File: src/rtl/motor_cmd_pkg.sv
// Shared constants, opcode table and FSM state encoding for the motor command decoder.
package motor_cmd_pkg;

  localparam logic [7:0] SOM         = 8'h55;
  localparam logic [7:0] OP_TICS     = 8'h11;
  localparam logic [7:0] OP_SETPT1   = 8'h21;
  localparam logic [7:0] OP_SETPT2   = 8'h22;
  localparam logic [7:0] OP_ACCEL    = 8'h23;
  localparam logic [7:0] OP_RD_ENC_L = 8'h24;
  localparam logic [7:0] OP_RD_ENC_R = 8'h25;
  localparam logic [7:0] OP_ZERO_ENC = 8'h26;

  localparam int TIMER_W   = 20;
  localparam int RSP_BYTES = 3;

  typedef enum logic [2:0] {
    IDLE, CMD, PAYLOAD, CHK, EXEC, TX_SEND, TX_WAIT
  } state_t;

  function automatic logic cmd_known(input logic [7:0] op);
    case (op)
      OP_TICS, OP_SETPT1, OP_SETPT2, OP_ACCEL,
      OP_RD_ENC_L, OP_RD_ENC_R, OP_ZERO_ENC: cmd_known = 1'b1;
      default:                               cmd_known = 1'b0;
    endcase
  endfunction

  function automatic logic [1:0] payload_len(input logic [7:0] op);
    case (op)
      OP_TICS:                       payload_len = 2'd2;
      OP_SETPT1, OP_SETPT2, OP_ACCEL: payload_len = 2'd1;
      default:                       payload_len = 2'd0;
    endcase
  endfunction

endpackage

File: src/rtl/motor_cmd_if.sv
// UART byte handshake bundle: host side (master) drives rx bytes and tx_done, decoder side (slave) transmits.
interface motor_cmd_if;
  logic       rx_dv;
  logic [7:0] rx_byte;
  logic       tx_dv;
  logic [7:0] tx_byte;
  logic       tx_done;

  modport master (output rx_dv, rx_byte, tx_done, input tx_dv, tx_byte);
  modport slave  (input rx_dv, rx_byte, tx_done, output tx_dv, tx_byte);
endinterface

File: src/rtl/cmd_rsp_serializer.sv
// Sends a 24-bit snapshot as three bytes MSB-first, one o_Tx_DV strobe per byte, each gated by tx_done.
module cmd_rsp_serializer
  import motor_cmd_pkg::*;
(
  input  logic        clk_100MHz,
  input  logic        rst_n,
  input  logic        start,
  input  logic [23:0] data,
  output state_t      phase_nxt,
  motor_cmd_if.slave  uart
);

  state_t      state_q, state_d;
  logic [23:0] sh_q;
  logic [1:0]  sent_q;

  always_ff @(posedge clk_100MHz) begin
    if (!rst_n) begin
      state_q <= IDLE;
      sh_q    <= '0;
      sent_q  <= '0;
    end else begin
      state_q <= state_d;
      if (state_q == IDLE && start) begin
        sh_q   <= data;
        sent_q <= '0;
      end else if (state_q == TX_WAIT && uart.tx_done) begin
        sh_q   <= {sh_q[15:0], 8'h00};
        sent_q <= sent_q + 2'd1;
      end
    end
  end

  always_comb begin
    state_d = state_q;
    case (state_q)
      IDLE:    if (start) state_d = TX_SEND;
      TX_SEND: state_d = TX_WAIT;
      TX_WAIT: if (uart.tx_done)
                 state_d = (sent_q == 2'(RSP_BYTES - 1)) ? IDLE : TX_SEND;
      default: state_d = IDLE;
    endcase
  end

  // The current byte always sits in the top of the shift register, so it is stable until tx_done.
  assign phase_nxt    = state_d;
  assign uart.tx_dv   = (state_q == TX_SEND);
  assign uart.tx_byte = sh_q[23:16];

endmodule

File: src/rtl/motor_cmd_decoder.sv
// Host UART command decoder: parses SOM/CMD/payload packets, updates drive settings, answers encoder
// reads. Define CMD_CHECKSUM_EN to require a trailing XOR checksum byte on every packet.
module motor_cmd_decoder
  import motor_cmd_pkg::*;
#(
  parameter int         TIMEOUT_CLKS = 200000,
  parameter logic [7:0] SETPT_RST    = 8'h80
) (
  input  logic        clk_100MHz,
  input  logic        rst_n,
  input  logic        i_Rx_DV,
  input  logic [7:0]  i_Rx_Byte,
  input  logic [23:0] i_EncCntL,
  input  logic [23:0] i_EncCntR,
  output logic        o_Tx_DV,
  output logic [7:0]  o_Tx_Byte,
  input  logic        i_Tx_Done,
  output logic [7:0]  o_setpt1,
  output logic [7:0]  o_setpt2,
  output logic [7:0]  o_accel,
  output logic [15:0] o_tics_per_rev,
  output logic        o_zero_encoders,
  output logic        o_cmd_mode_en,
  output logic        o_cmd_err
);

`ifdef CMD_CHECKSUM_EN
  localparam state_t AFTER_PAYLOAD = CHK;
`else
  localparam state_t AFTER_PAYLOAD = EXEC;
`endif

  motor_cmd_if uart ();

  assign uart.rx_dv   = i_Rx_DV;
  assign uart.rx_byte = i_Rx_Byte;
  assign uart.tx_done = i_Tx_Done;
  assign o_Tx_DV      = uart.tx_dv;
  assign o_Tx_Byte    = uart.tx_byte;

  state_t             state_q, state_d, rsp_phase;
  logic [7:0]         cmd_q, cmd_d;
  logic [1:0]         left_q, left_d;
  logic [15:0]        pay_q, pay_d;
  logic [TIMER_W-1:0] timer_q;
  logic               parsing, timeout, err_d, is_read, rsp_start;
  logic [23:0]        rsp_data;
`ifdef CMD_CHECKSUM_EN
  logic [7:0]         chk_q, chk_d;
`endif

  // A byte landing in the timeout cycle wins: timeout is only declared on a silent cycle.
  assign parsing = state_q inside {CMD, PAYLOAD, CHK};
  assign timeout = parsing && !uart.rx_dv && (timer_q == TIMER_W'(TIMEOUT_CLKS));
  assign is_read = (cmd_q == OP_RD_ENC_L) || (cmd_q == OP_RD_ENC_R);
  assign rsp_data = (cmd_q == OP_RD_ENC_L) ? i_EncCntL : i_EncCntR;
  assign o_zero_encoders = (state_q == EXEC) && (cmd_q == OP_ZERO_ENC);

  cmd_rsp_serializer u_rsp (
    .clk_100MHz(clk_100MHz),
    .rst_n     (rst_n),
    .start     (rsp_start),
    .data      (rsp_data),
    .phase_nxt (rsp_phase),
    .uart      (uart)
  );

  always_comb begin
    // NOTE: every output of this block gets a default first, so no path can infer a latch.
    state_d   = state_q;
    cmd_d     = cmd_q;
    left_d    = left_q;
    pay_d     = pay_q;
    err_d     = 1'b0;
    rsp_start = 1'b0;
`ifdef CMD_CHECKSUM_EN
    chk_d     = chk_q;
`endif
    case (state_q)
      IDLE: if (uart.rx_dv && uart.rx_byte == SOM) state_d = CMD;
      CMD: begin
        if (uart.rx_dv) begin
          if (cmd_known(uart.rx_byte)) begin
            cmd_d   = uart.rx_byte;
            left_d  = payload_len(uart.rx_byte);
            state_d = (payload_len(uart.rx_byte) == 2'd0) ? AFTER_PAYLOAD : PAYLOAD;
`ifdef CMD_CHECKSUM_EN
            chk_d   = uart.rx_byte;
`endif
          end else begin
            err_d   = 1'b1;
            state_d = IDLE;
          end
        end else if (timeout) begin
          err_d   = 1'b1;
          state_d = IDLE;
        end
      end
      PAYLOAD: begin
        if (uart.rx_dv) begin
          pay_d  = {pay_q[7:0], uart.rx_byte};
          left_d = left_q - 2'd1;
          if (left_q == 2'd1) state_d = AFTER_PAYLOAD;
`ifdef CMD_CHECKSUM_EN
          chk_d  = chk_q ^ uart.rx_byte;
`endif
        end else if (timeout) begin
          err_d   = 1'b1;
          state_d = IDLE;
        end
      end
`ifdef CMD_CHECKSUM_EN
      CHK: begin
        if (uart.rx_dv) begin
          if (uart.rx_byte == chk_q) begin
            state_d = EXEC;
          end else begin
            err_d   = 1'b1;
            state_d = IDLE;
          end
        end else if (timeout) begin
          err_d   = 1'b1;
          state_d = IDLE;
        end
      end
`endif
      EXEC: begin
        if (is_read) begin
          rsp_start = 1'b1;
          state_d   = TX_SEND;
        end else begin
          state_d = IDLE;
        end
      end
      TX_SEND, TX_WAIT: state_d = rsp_phase;
      default:          state_d = IDLE;
    endcase
  end

  always_ff @(posedge clk_100MHz) begin
    if (!rst_n) begin
      state_q        <= IDLE;
      cmd_q          <= '0;
      left_q         <= '0;
      pay_q          <= '0;
      timer_q        <= '0;
      o_setpt1       <= SETPT_RST;
      o_setpt2       <= SETPT_RST;
      o_accel        <= '0;
      o_tics_per_rev <= '0;
      o_cmd_mode_en  <= 1'b0;
      o_cmd_err      <= 1'b0;
`ifdef CMD_CHECKSUM_EN
      chk_q          <= '0;
`endif
    end else begin
      // NOTE: non-blocking assignments so every register here samples pre-edge values.
      state_q   <= state_d;
      cmd_q     <= cmd_d;
      left_q    <= left_d;
      pay_q     <= pay_d;
      o_cmd_err <= err_d;
`ifdef CMD_CHECKSUM_EN
      chk_q     <= chk_d;
`endif
      if (!parsing || uart.rx_dv || timeout) timer_q <= '0;
      else                                   timer_q <= timer_q + 1'b1;
      if (state_q == EXEC) begin
        case (cmd_q)
          OP_TICS:   o_tics_per_rev <= pay_q;
          OP_SETPT1: begin o_setpt1 <= pay_q[7:0]; o_cmd_mode_en <= 1'b1; end
          OP_SETPT2: begin o_setpt2 <= pay_q[7:0]; o_cmd_mode_en <= 1'b1; end
          OP_ACCEL:  o_accel <= pay_q[7:0];
          default:   ;
        endcase
      end
    end
  end

endmodule

File: config.mk
export PLATFORM = sky130hd
export DESIGN_NAME = motor_cmd_decoder
export DESIGN_NICKNAME = d
export VERILOG_FILES = /design/src/rtl/motor_cmd_pkg.sv /design/src/rtl/motor_cmd_if.sv /design/src/rtl/cmd_rsp_serializer.sv /design/src/rtl/motor_cmd_decoder.sv
export SDC_FILE = /design/constraint.sdc
export NUM_CORES = 1
export LEC_CHECK = 0
export BUFFER_PORTS_ARGS = -buffer_cell sky130_fd_sc_hd__buf_2
export CAP_MARGIN = 20
export CORE_MARGIN = 4
export CORE_UTILIZATION = 59
export DETAILED_ROUTE_END_ITERATION = 12
export PLACE_DENSITY = 0.85
export REMOVE_ABC_BUFFERS = 1
export SYNTH_ARGS = -nofsm -noshare
export SYNTH_HDL_FRONTEND = slang
export SYNTH_SLANG_ARGS = --single-unit
File: constraint.sdc
create_clock -name clk_100MHz -period 2.5 [get_ports clk_100MHz]
set_input_delay 0 -clock clk_100MHz [delete_from_list [all_inputs] [get_ports clk_100MHz]]
set_output_delay 0 -clock clk_100MHz [all_outputs]
set_load 0.1 [all_outputs]
### Word level (Yosys, flattened, before mapping)

Cells that the tools add are included.

* $add $sub $neg: 3
* eq/ne operators: 31
* multiplexer cells: 32
* bitwise gates (word level): 1
* reduce and logical (&&, ||, !) cells: 32

Operator list (count)
* $eq 8x6->1 const B: 12
* $mux 24: 3
* $mux 3: 11
* $add 20x1->20 const B: 1
* $eq 20x18->1 const B: 1
* $eq 8x5->1 const B: 2
* $eq 3x3->1 const B: 5
* $pmux 3 s5: 1
* $reduce_and 2->1: 7
* $mux 1: 9
* $pmux 3 s3: 1
* $eq 8x7->1 const B: 1
* $mux 2: 4
* $pmux 2 s2: 2
* $reduce_or 2->1: 4
* $reduce_or 7->1: 1
* $eq 3x2->1 const B: 2
* $logic_and 1x1->1: 6
* $logic_not 3->1: 2
* $ne 2x2->1 const B: 3
* $reduce_and 4->1: 1
* $reduce_bool 2->1: 2
* $eq 3x1->1 const B: 1
* $logic_or 1x1->1: 3
* 13 further kinds: 14

* register bits after elaboration: 120
* bits of input ports: 60
* word-level logic and storage cells: 113

### Depth between registers and ports, before layout

* word-level depth: 13
* depth in mapped cells: 8
* mapped depth without buffers: 7

### By module

From an unflattened synthesis, not the netlist that was laid out.

* cell total of the unflattened synthesis: 603
* area, all modules: 5474.0 µm²

By module, submodules not included
* motor_cmd_decoder: times used 1, cells an instance 456, area an instance 4147.7 µm², sequential area each 1821.7 µm²
* cmd_rsp_serializer: times used 1, cells an instance 147, area an instance 1326.3 µm², sequential area each 580.6 µm²

### Worst setup path after synthesis

No wires, ideal clock.

* path type: register to output
* from: register state_q[2]
* to: output o_zero_encoders
* arrival: 4.098 ns
* data required time: 2.500 ns
* path slack: -1.598 ns
* cell stages (with the launch flop): 7
* cells stage by stage: dfxtp_1 buf_2 nor3b_4 and2_0 buf_2 nand2_1 nor4b_1

* longest elaborated chain between the ends: 2

Ends and longest elaborated chain
* start: declaration: line motor_cmd_decoder.sv:41 `state_t state_q, state_d, rsp_phase;`
* start signal: assignment: line motor_cmd_decoder.sv:158 `state_q <= state_d;`
* $eq 3x3->1: line motor_cmd_decoder.sv:57 `assign o_zero_encoders = (state_q == EXEC) && (cmd_q == OP_ZERO_ENC);`
* $logic_and 1x1->1: line motor_cmd_decoder.sv:57
* end: declaration: line motor_cmd_decoder.sv:22 `output logic o_zero_encoders,`

No other way between the ends.

### Final worst setup path

* from: register cmd_q[7]
* to: output o_zero_encoders

* longest elaborated chain between the ends: 2

Ends and longest elaborated chain
* start: declaration: line motor_cmd_decoder.sv:42 `logic [7:0] cmd_q, cmd_d;`
* start signal: assignment: line motor_cmd_decoder.sv:159 `cmd_q <= cmd_d;`
* $eq 8x6->1: line motor_cmd_decoder.sv:57
* $logic_and 1x1->1: line motor_cmd_decoder.sv:57

No other way between the ends.

==> run metrics <==
status=complete, no violations; largest net degree at the start of global routing=90; root buf cell=clkbuf_8; Max Cap Violations=0; power share of the sequential group=43.9%; Clock power frac=51.5%; count of final hold-check violations=0; most common cell after layout, fill and taps aside=dfxtp_1; Cells after Synth=580; worst hold stages=4; placed instance count=767; die area=between 10000 and 15000 µm²; Peak supply drop=about 540 µV; setup slack, reg-to-reg=around 0.08 ns; Reg clk slew, reported paths=~0.060 ns; area grow syn2layout=31.34%; Vias/cell=around 6; Reg2Reg Depth=7; Placement Rows=34; Filler Cell Count=470; CORE AREA=8848 µm²; count of final setup violators=0; final setup TNS=0 ns; Avg Cell Area, Syn=roughly 9.4 µm²; DRT Pass-1 Iters=6; Non-Filler Instances=857; port bufs=111; routed vias=approximately 5000; Power Total=approximately 4.4 mW; fmax=~0.4 GHz; clk_skew=about 0.0078 ns; most frequent cells in the layout=dfxtp_1 (120), buf_2 (110), nor2_1 (94); Antenna Nets Post-Route=0; top cells by area, synth=dfxtp_1 (44%), mux2i_1 (12%), nor2_1 (6.5%); layout cell share with drive strength beyond 1=27.24%; FF-to-FF End=u_rsp.sh_q[17]; worst setup margin=approximately 0.015 ns; drt drc=0; logic gate share of total power=roughly 4.6%; grt ovf=0; register area share after synthesis=44.02%; worst skew pair latency=0.51 ns; TritonCTS Buffers=17; Yosys top cell area share=about 44%; CTS tree=yes; Detailed Route WL=16.52 mm; Int Pwr=3.378 mW; critical path type=flop to output pin; initial antenna violation count=0; Net Sw Power=approximately 0.98 mW; total track usage=a little under a third; hold_ws=approximately 0.23 ns; Die Wd=roughly 100 µm; Max Slew Vio Count=0; Layout Nets=approximately 800; Leak=between 3 and 4 nW; CP Capture Type=output pin; sw frac=~22%; routability congestion estimate=0.8997; Hold Path Sink=u_rsp.sh_q[13]; first-pass GRT wire length=~26 mm; Synth Register Bits=120; number of global-route vias before repair=5145; period utilization=~100%; area leader, netlist=dfxtp_1; worst reg2reg startpoint=cmd_q[7]; 1st-iter DRT viols=523; synth warn=0; relative slew slack=28.95%; hold_sp=i_EncCntL[13]; postcts setup bufs=0; Final min period=between 2 and 2.5 ns; Power Density=~610 nW/µm²; H-tree levels=4; DP HPWL=roughly 8.5 mm; synth unique cells=58; Antenna Cells=0; WP data arrival=between 2 and 2.5 ns; CTS Sinks=120; Clock Path Buffers=2; Post-Place Worst Slack=0.5527 ns; Post-Synthesis Cell Area=5458 µm²; DR WL/cell=around 19 µm; worst slew pin tran=between 1 and 1.5 ns; crit path max fanout=4; HP Class=primary input to flop; Initial Utilization=about three fifths; CP Launch Type=flop; required time worst endpoint=2.50 ns; I/O pin total=112; Die Y=about 100 µm
## per-stage QoR
stage | area, µm² | utilization [%]
after floorplan | 5248 | -
after detailed placement | 6003 | 67.85
after CTS | 7138 | 80.67
after global placement | 6003 | 67.85
after global routing | 7168 | 81.01
final | 7168 | 81.01
## routing by layer
metal / up-vias / share of wire, % / track usage [%]
met4: 0 / 4.3 / 14.81
met3: 70 / 6.6 / 8.132
met1: 2352 / 38 / 33.74
met5: - / 0 / 0
met2: 278 / 51 / 52.27
li1: 2323 / - / -
## cell families (layout without fill, tap and decap cells)
kind of cell             Yosys count  in the layout  share of synthesized area [%]
multiplexers                      83             83                          15.59
adder cells (fa/ha/maj)            4              4                         0.9170
XOR/XNOR                          19             19                          3.049
buffers and inverters             51            220                          4.677
flip-flops                       120            120                          44.02
AND/OR/NAND/NOR                  227            227                          20.70
AO/OA/AOI/OAI                     76             76                          11.05
## sequential cells by signal, indices dropped and copies added, names as in the netlist, 8 cells and up
signal	cells
pay_q	16
o_tics_per_rev	16
o_accel	8
timer_q	20
o_setpt2	8
u_rsp.sh_q	24
cmd_q	8
o_setpt1	8
## worst max-delay path by stage
| stage | to | from | slack, ns | cells past startpoint |
|---|---|---|---|---|
| detailed placement | u_rsp.sh_q[16] | state_q[2] | 0.55 | 6 |
| global route | o_zero_encoders | state_q[2] | -0.05 | 5 |
| global placement | o_zero_encoders | state_q[2] | 0.60 | 5 |
| finish | o_zero_encoders | cmd_q[7] | 0.02 | 5 |
| CTS | o_zero_encoders | state_q[2] | 0.07 | 5 |
| floorplan | o_zero_encoders | state_q[2] | -1.60 | 4 |
## power by group through the flow
stage	Combinational [mW]	Clock [mW]	Sequential, mW
floorplan	0.0431	0	1.95
global placement	0.109	0	1.95
detailed placement	0.113	0	1.95
CTS	0.185	2.23	1.91
global route	0.213	2.35	1.91
finish	0.201	2.24	1.91
## critical path: stages (launching register included)
cell and delay [ns]:
dfxtp_1 0.36, nor4b_4 0.44, and2_1 0.30, nand2_1 0.13, nor4b_2 0.37, buf_4 0.37
## cell usage after synthesis, drive strengths merged
cell and count:
nor2 95, nand2 54, o21ai 10, a21oi 29
nor2b 5, o22ai 1, xor2 8, and3b 1
and2 10, nand2b 2, nand3 13, or3 2
o2111ai 1, nand3b 1, mux2i 67, xnor2 11
nor4 5, a211oi 25, nand4b 1, buf 25
and4 2, a31oi 2, nor3b 5, or4 1
inv 12, o32a 1, o311ai 1, and2b 2
and3 3, mux2 16, nor3 11, nand4 9
o21a 1, a2bb2oi 1, o31a 2, o31ai 1
dfxtp 120, clkbuf 14, a211o 1, ha 4
nor4b 5
## final cells by class
class,instances,area [µm²],area share [%]
inverter,12,45.04,0.6284
clock inverter,12,102.6,1.431
timing repair buffer,177,1229,17.14
multi-input combinational,409,2813,39.24
sequential,120,2402,33.51
tap,108,135.1,1.885
clock buffer,19,441.7,6.162
## timing repair
item / CTS / global route
resized for setup: 0 / 10
endpoints found under the setup margin: 0 / 22
endpoints found under the hold margin: 47 / 0
hold buffers: 59 / 0
Note: power is estimated with default switching activity, not from simulation.
